`src/rtl/fetch_pkg.sv`:
```
`default_nettype none
// ============================================================================
// Module   : fetch_pkg
// Brief    : Shared constants and state encoding for the IF-stage fetch sequencer.
// Revision : 1.0
// ============================================================================
package fetch_pkg;

  localparam logic [31:0] C_RESET_PC = 32'h0000_3000;
  localparam logic [31:0] C_EXC_VEC  = 32'h0000_4180;

  typedef enum logic [1:0] {
    S_REQ     = 2'd0,
    S_WAIT    = 2'd1,
    S_DISCARD = 2'd2
  } fetch_state_e;

  // Instruction fetches are always word aligned.
  function automatic logic [31:0] word_align(input logic [31:0] addr);
    return addr & ~32'd3;
  endfunction

endpackage
`default_nettype wire

```
`src/rtl/fetch_ctrl.sv`:
```
`default_nettype none
// ============================================================================
// Module   : fetch_ctrl
// Brief    : IF-stage fetch sequencer for variable-latency instruction memory,
//            one outstanding fetch, one-entry output register, redirect squash.
// Revision : 1.0
// ============================================================================
module fetch_ctrl
  import fetch_pkg::*;
#(
  parameter logic [31:0] RESET_PC = C_RESET_PC,
  parameter logic [31:0] EXC_VEC  = C_EXC_VEC
) (
  input  logic        clk,
  input  logic        reset,
  input  logic        stall,
  input  logic        redirect,
  input  logic [31:0] redirect_pc,
  input  logic        exc,
  output logic        imem_req,
  output logic [31:0] imem_addr,
  input  logic        imem_gnt,
  input  logic        imem_rvalid,
  input  logic [31:0] imem_rdata,
  output logic        imem_rready,
  output logic        if_valid,
  output logic [31:0] if_pc,
  output logic [31:0] if_instr
);

  fetch_state_e state_q, state_d;
  logic [31:0]  pc_q, pc_d;
  logic         if_valid_q, if_valid_d;
  logic [31:0]  if_pc_q, if_pc_d;
  logic [31:0]  if_instr_q, if_instr_d;

  logic         w_flush;
  logic [31:0]  w_target;
  logic         w_free;
  logic         w_accept;

  assign w_flush  = exc | redirect;
  assign w_target = exc ? EXC_VEC : word_align(redirect_pc);
  assign w_free   = !if_valid_q || !stall;

  assign imem_req    = (state_q == S_REQ);
  assign imem_addr   = pc_q;
  assign imem_rready = (state_q == S_DISCARD) || ((state_q == S_WAIT) && w_free);
  assign w_accept    = imem_rvalid && imem_rready;

  assign if_valid = if_valid_q;
  assign if_pc    = if_pc_q;
  assign if_instr = if_instr_q;

  always_comb begin
    state_d    = state_q;
    pc_d       = pc_q;
    if_valid_d = if_valid_q;
    if_pc_d    = if_pc_q;
    if_instr_d = if_instr_q;

    if (if_valid_q && !stall) begin
      if_valid_d = 1'b0;
    end
    if (w_flush) begin
      if_valid_d = 1'b0;
    end

    case (state_q)
      S_REQ: begin
        if (w_flush) begin
          pc_d = w_target;
        end
        if (imem_gnt) begin
          state_d = w_flush ? S_DISCARD : S_WAIT;
        end
      end

      S_WAIT: begin
        if (w_accept) begin
          state_d = S_REQ;
          if (w_flush) begin
            pc_d = w_target;
          end else begin
            pc_d       = pc_q + 32'd4;
            if_valid_d = 1'b1;
            if_pc_d    = pc_q;
            if_instr_d = imem_rdata;
          end
        end else if (w_flush) begin
          // Response still owed by memory; it must be drained, not delivered.
          pc_d    = w_target;
          state_d = S_DISCARD;
        end
      end

      S_DISCARD: begin
        if (w_flush) begin
          pc_d = w_target;
        end
        if (imem_rvalid) begin
          state_d = S_REQ;
        end
      end

      default: begin
        state_d = S_REQ;
      end
    endcase
  end

  always_ff @(posedge clk) begin
    if (!reset) begin
      state_q    <= S_REQ;
      pc_q       <= RESET_PC;
      if_valid_q <= 1'b0;
      if_pc_q    <= '0;
      if_instr_q <= '0;
    end else begin
      state_q    <= state_d;
      pc_q       <= pc_d;
      if_valid_q <= if_valid_d;
      if_pc_q    <= if_pc_d;
      if_instr_q <= if_instr_d;
    end
  end

endmodule
`default_nettype wire

```
`config.mk`:
```
export PLATFORM = sky130hd
export DESIGN_NAME = fetch_ctrl
export DESIGN_NICKNAME = d
export VERILOG_FILES = /design/src/rtl/fetch_pkg.sv /design/src/rtl/fetch_ctrl.sv
export SDC_FILE = /design/constraint.sdc
export NUM_CORES = 1
export LEC_CHECK = 0
export ABC_AREA = 1
export BUFFER_PORTS_ARGS = -buffer_cell sky130_fd_sc_hd__buf_2
export CAP_MARGIN = 5
export CORE_MARGIN = 3
export CORE_UTILIZATION = 40
export CTS_BUF_LIST = sky130_fd_sc_hd__clkbuf_8 sky130_fd_sc_hd__clkbuf_16
export DETAILED_ROUTE_END_ITERATION = 6
export GPL_TIMING_DRIVEN = 0
export PLACE_DENSITY = 0.74
export SYNTH_ARGS = -nofsm -noshare
export SYNTH_HDL_FRONTEND = slang
export SYNTH_SLANG_ARGS = --single-unit
```
`constraint.sdc`:
```
create_clock -name clk -period 2.2 [get_ports clk]
set_input_delay 0 -clock clk [delete_from_list [all_inputs] [get_ports clk]]
set_output_delay 0 -clock clk [all_outputs]
set_load 0.1 [all_outputs]
```
Yosys cells after proc, flatten, opt, wreduce, memory -nomap -nowiden
Cells that the tools add are included.
{ "word_totals": {"ff_bits": 99, "latch_bits": 0, "ramBits": 0, "mem_bits_ro": 0, "input_bits": 71, "out_inout_bits": 99, "mem_count": 0} }
{ "op_classes": {"addsub": 1, "multipliers": 0, "div_mod_pow": 0, "magnitude_cmp": 0, "n_eq_ne": 5, "n_shift": 0, "mux": 16, "bitwise": 2, "reduce_logical": 12} }
{ "ops": {"columns": ["operator", "count"], "rows": [
  ["2-to-1 mux 32 bit", 4],
  ["one-hot mux 32 bit (2 select lines)", 1],
  ["adder 32 x 3 -> 32 bit, second input constant", 1],
  ["2-to-1 mux 2 bit", 5],
  ["one-hot mux 2 bit (3 select lines)", 1],
  ["AND reduction 3 bit", 2],
  ["2-to-1 mux 1 bit", 5],
  ["logical AND 1 bit", 3],
  ["!= test 3 bit, second input constant", 1],
  ["== test 2 x 1 -> 1 bit, second input constant", 1],
  ["== test 2 bit, second input constant", 1],
  ["zero test 1 bit", 2],
  ["zero test 2 bit", 1],
  ["logical OR 1 bit", 2],
  ["!= test 2 x 1 -> 1 bit, second input constant", 1],
  ["!= test 2 bit, second input constant", 1],
  ["nonzero test 2 bit", 1],
  ["OR reduction 2 bit", 1],
  ["NOT 1 bit", 1],
  ["OR 1 bit", 1]
]} }

Longest topological paths before layout
{ "depth": {"depth_word": 7, "mapped_depth": 10, "ltp_nobuf": 10} }

Least setup slack after synthesis
OpenSTA, ideal clock, no wires.
{ "synth_timing": {"path_kind": "register to register", "start": "reg if_valid_q, in the netlist if_valid", "end": "reg pc_q[22], in the netlist imem_addr[22]", "setup_time_ps": 132, "arrival_ps": 2515, "t_required_ps": 2068, "slack_ps": -447, "path_stages_with_launch": 10, "path_buffers": 0, "period_less_slack_ps": 2647, "path_cell_list": "dfxtp_1 nand2_1 nand2_2 nand2_1 nand2_4 inv_2 nand3_1 o21ai_0 nand3_1 a21oi_1"} }
{ "synth_between": {"elab_chain_cells": 7} }
{ "synth_rtl": {"columns": ["item", "line_no", "rtl"], "rows": [
  ["from (decl)", "fetch_ctrl.sv:33", "logic if_valid_q, if_valid_d;"],
  ["from (signal assigned)", "fetch_ctrl.sv:122", "if_valid_q <= if_valid_d;"],
  ["zero test 1 bit", "fetch_ctrl.sv:44", "assign w_free = !if_valid_q || !stall;"],
  ["logical OR 1 bit", "fetch_ctrl.sv:44", null],
  ["logical AND 1 bit", "fetch_ctrl.sv:48", "assign imem_rready = (state_q == S_DISCARD) || ((state_q == S_WAIT) && w_free);"],
  ["logical OR 1 bit", "fetch_ctrl.sv:48", null],
  ["via imem_rready", "fetch_ctrl.sv:25", "output logic imem_rready,"],
  ["logical AND 1 bit", "fetch_ctrl.sv:49", "assign w_accept = imem_rvalid && imem_rready;"],
  ["2-to-1 mux 32 bit", "fetch_ctrl.sv:80", "if (w_accept) begin"],
  ["one-hot mux 32 bit (2 select lines)", "fetch_ctrl.sv:69", "case (state_q)"],
  ["to (signal assigned)", "fetch_ctrl.sv:121", "pc_q <= pc_d;"],
  ["to (decl)", "fetch_ctrl.sv:32", "logic [31:0] pc_q, pc_d;"]
]} }
The timed path passes the listed nets, and every way through them passes these cells.
A chain may end at the register's enable or synchronous reset.

Final worst setup path
{ "layout_timing": {"start": "reg pc_q[3], in the netlist imem_addr[3]", "end": "reg pc_q[26], in the netlist imem_addr[26]"} }
{ "layout_between": {"elab_chain_cells": 4} }
{ "layout_rtl": {"columns": ["item", "line_no", "rtl"], "rows": [
  ["adder 32 x 3 -> 32 bit", "fetch_ctrl.sv:85", "pc_d = pc_q + 32'd4;"],
  ["2-to-1 mux 32 bit", "fetch_ctrl.sv:82", "if (w_flush) begin"],
  ["2-to-1 mux 32 bit", "fetch_ctrl.sv:80", null],
  ["one-hot mux 32 bit (2 select lines)", "fetch_ctrl.sv:69", null]
]} }
No other way between the ends.

==> qor.yml <==
fin_skew_ns: 0.00780
worstMarginPinSlew_ns: 0.728
antenna_found_initial: 1
ys_top_cells_by_area: "dfxtp_1 40%, nand2_1 18%, a21oi_1 11%"
total_power_uw: 4400
pin_count: 170
final_nets: 1051
wl_met2_um: 8340
synth_top_cell_by_area: "dfxtp_1"
netlist_area_um2: 5000
hp-class: "input pin to register"
cp.arrival_ns: 2.19
synth_seq_cells: 99
tns_ns: 0
synth_edf_count: 0
worst_setup_path_end_kind: "register"
fin_crit_ns: 1.96
met3_length_um: 1930
netlist_instances: 765
synth_top_family_by_area: "simple AND/OR/NAND/NOR gates"
avgSynthCellArea_um2: 6.53
maxCapViolCount: 0
cts.sinks: 99
drive_above_1_share: 0.227
rows: 40
clockBufferDepth: 2
synth_xor_area_frac: 0.00175
drtPass1Iterations: 5
gp_congestion: 0.932
crit_fanout: 9
synth_nets: 837
cp.required_ns: 2.42
wl_per_cell_um: 15.5
cp-start-kind: "register"
grt_pass1_wl_um: 28400
status: "completed"
routed_via_density: 5.24
powerDensity_nw_per_um2: 652
setup_viol: 0
grt_overflow: 0
htreeDepth: 3
clock.fmax_ghz: 0.510
dpl.hpwl_um: 12600
grtUsageTotal: 0.251
cts_tree: "yes"
port_buffers: 166
rsz0062_at_grt: "no"
async_flop_share: 0
syn2layout_area_growth_pct: 35.0
synth_cell_types: 31
ant_nets: 0
peakVddDrop_mv: 0.363
grt_max_degree: 18
cellLeakagePower_uw: 0.00287
synth_warnings: 0
die_area_um2: 13900
ys_seq_area_frac: 0.397
period_share: 0.891
die_h_um: 118
synth.top_cell.area_share: 0.397
finalMaxSlewViolations: 0
dieWidth_um: 118
critPathKind: "register to register"
slew-limit-headroom: 0.511
start_util: 0.413
cts_resized: 0
synth.area.mux_share: 0
cts_made_buffers: 9
synth_flop_cell: "dfxtp_1"
cts_root_buf: "clkbuf_16"
hold_viol_final: 0
r2r_setup_slack_ns: 0.24
vias: 6039
top_layer: "met4"
drt-met1-wl_um: 7310
core_um2: 12100
clkTransAtPathRegs_ns: 0.07
synth_simple_gate_area_frac: 0.326
grt_pass1_vias: 5572
synth_compound_area_frac: 0.187
synthAdderAreaFrac: 0.00250
drc_errors: 0
clkLatencyLatePin_ns: 0.36
first_iter_violations: 607
wirelength_um: 17900
==> cell usage in the layout (no fill, tap or decap), drive strengths merged, types with 7 or more instances in the layout <==
cell type | Yosys | routed
nand2 | 243 | 243
buf | 22 | 188
a21oi | 105 | 105
dfxtp | 99 | 99
nor2 | 83 | 83
inv | 60 | 62
nand3 | 46 | 46
dlygate4sd3 | 0 | 37
o21ai | 35 | 35
clkbuf | 17 | 26
nand4 | 15 | 15
a22oi | 15 | 15
o211ai | 7 | 7
==> layout make-up <==
cell class / instances / area, µm²
Fill cell: 1218 / 5370
Multi-Input combinational cell: 567 / 2590
Sequential cell: 99 / 1990
Timing Repair Buffer: 203 / 1200
Clock buffer: 9 / 225
Inverter: 60 / 225
Tap cell: 168 / 210
Buffer: 39 / 204
Clock inverter: 7 / 100
Antenna cell: 1 / 2.50
==> Yosys cell counts, types with 13 or more instances <==
master    count
a21oi_1     105
a22oi_1      15
buf_2        13
clkbuf_1     17
dfxtp_1      99
inv_1        54
nand2_1     240
nand3_1      46
nand4_1      15
nor2_1       76
o21ai_0      34
==> final timing paths <==
path,from,to,cells after the start
setup / recovery,imem_addr[3],imem_addr[26],10
hold / removal,redirect,imem_addr[14],4
setup reg to reg,imem_addr[3],imem_addr[26],10
hold reg to reg,imem_addr[0],imem_addr[0],2
==> cells by family after synthesis <==
group,after synthesis
AND/OR/NAND/NOR,394
AO/OA/AOI/OAI,171
adder cells (fa/ha/maj),1
XOR/XNOR,1
flip-flops,99
buffers and inverters,99
==> what timing repair did <==
item / 4_1_cts / 5_1_grt
setup buffers: 0 / 0
hold endpoints to repair: 37 / 0
hold buffers: 37 / 0
==> metrics by stage <==
stage	util	cell area, µm²	worst slack (ns)	hold slack, ns	std cells
CTS	0.557	6740	0.298	0.0101	1152
global placement	0.499	6050	0.322	0.250	1099
floorplan	-	5010	0.0250	0.133	765
detailed placement	0.499	6050	0.322	0.240	1099
global route	0.557	6750	0.0849	0.0414	1153
finish	0.557	6750	0.239	0.0103	1153
==> per-layer routing <==
metal  vias up  track usage
met3        36       0.0721
li1       2934            -
met5         -            0
met4         0       0.0703
met2       317        0.420
met1      2752        0.316
==> critical path: stages, from the launching register on <==
cell     delay, ns
dfxtp_2       0.38
ha_1          0.19
nand2_1       0.07
nor2_1        0.26
nand3_1       0.27
nor2_4        0.29
nand3_1       0.11
nand2_1       0.08
nand3_1       0.06
nand2_1       0.06
a21oi_1       0.06
==> where the power goes <==
group	internal (µW)	leakage, µW	switching (µW)
clock	1010	0.000154	753
sequential	1830	0.000804	63.5
combinational	200	0.00191	545
total	3030	0.00287	1360
==> registers in the layout, indices dropped and copies added, names as in the netlist <==
register / flops
if_instr: 32
if_pc: 32
imem_addr: 32
state_q: 2
if_valid: 1
No activity file was read; power rests on OpenSTA's default activity.
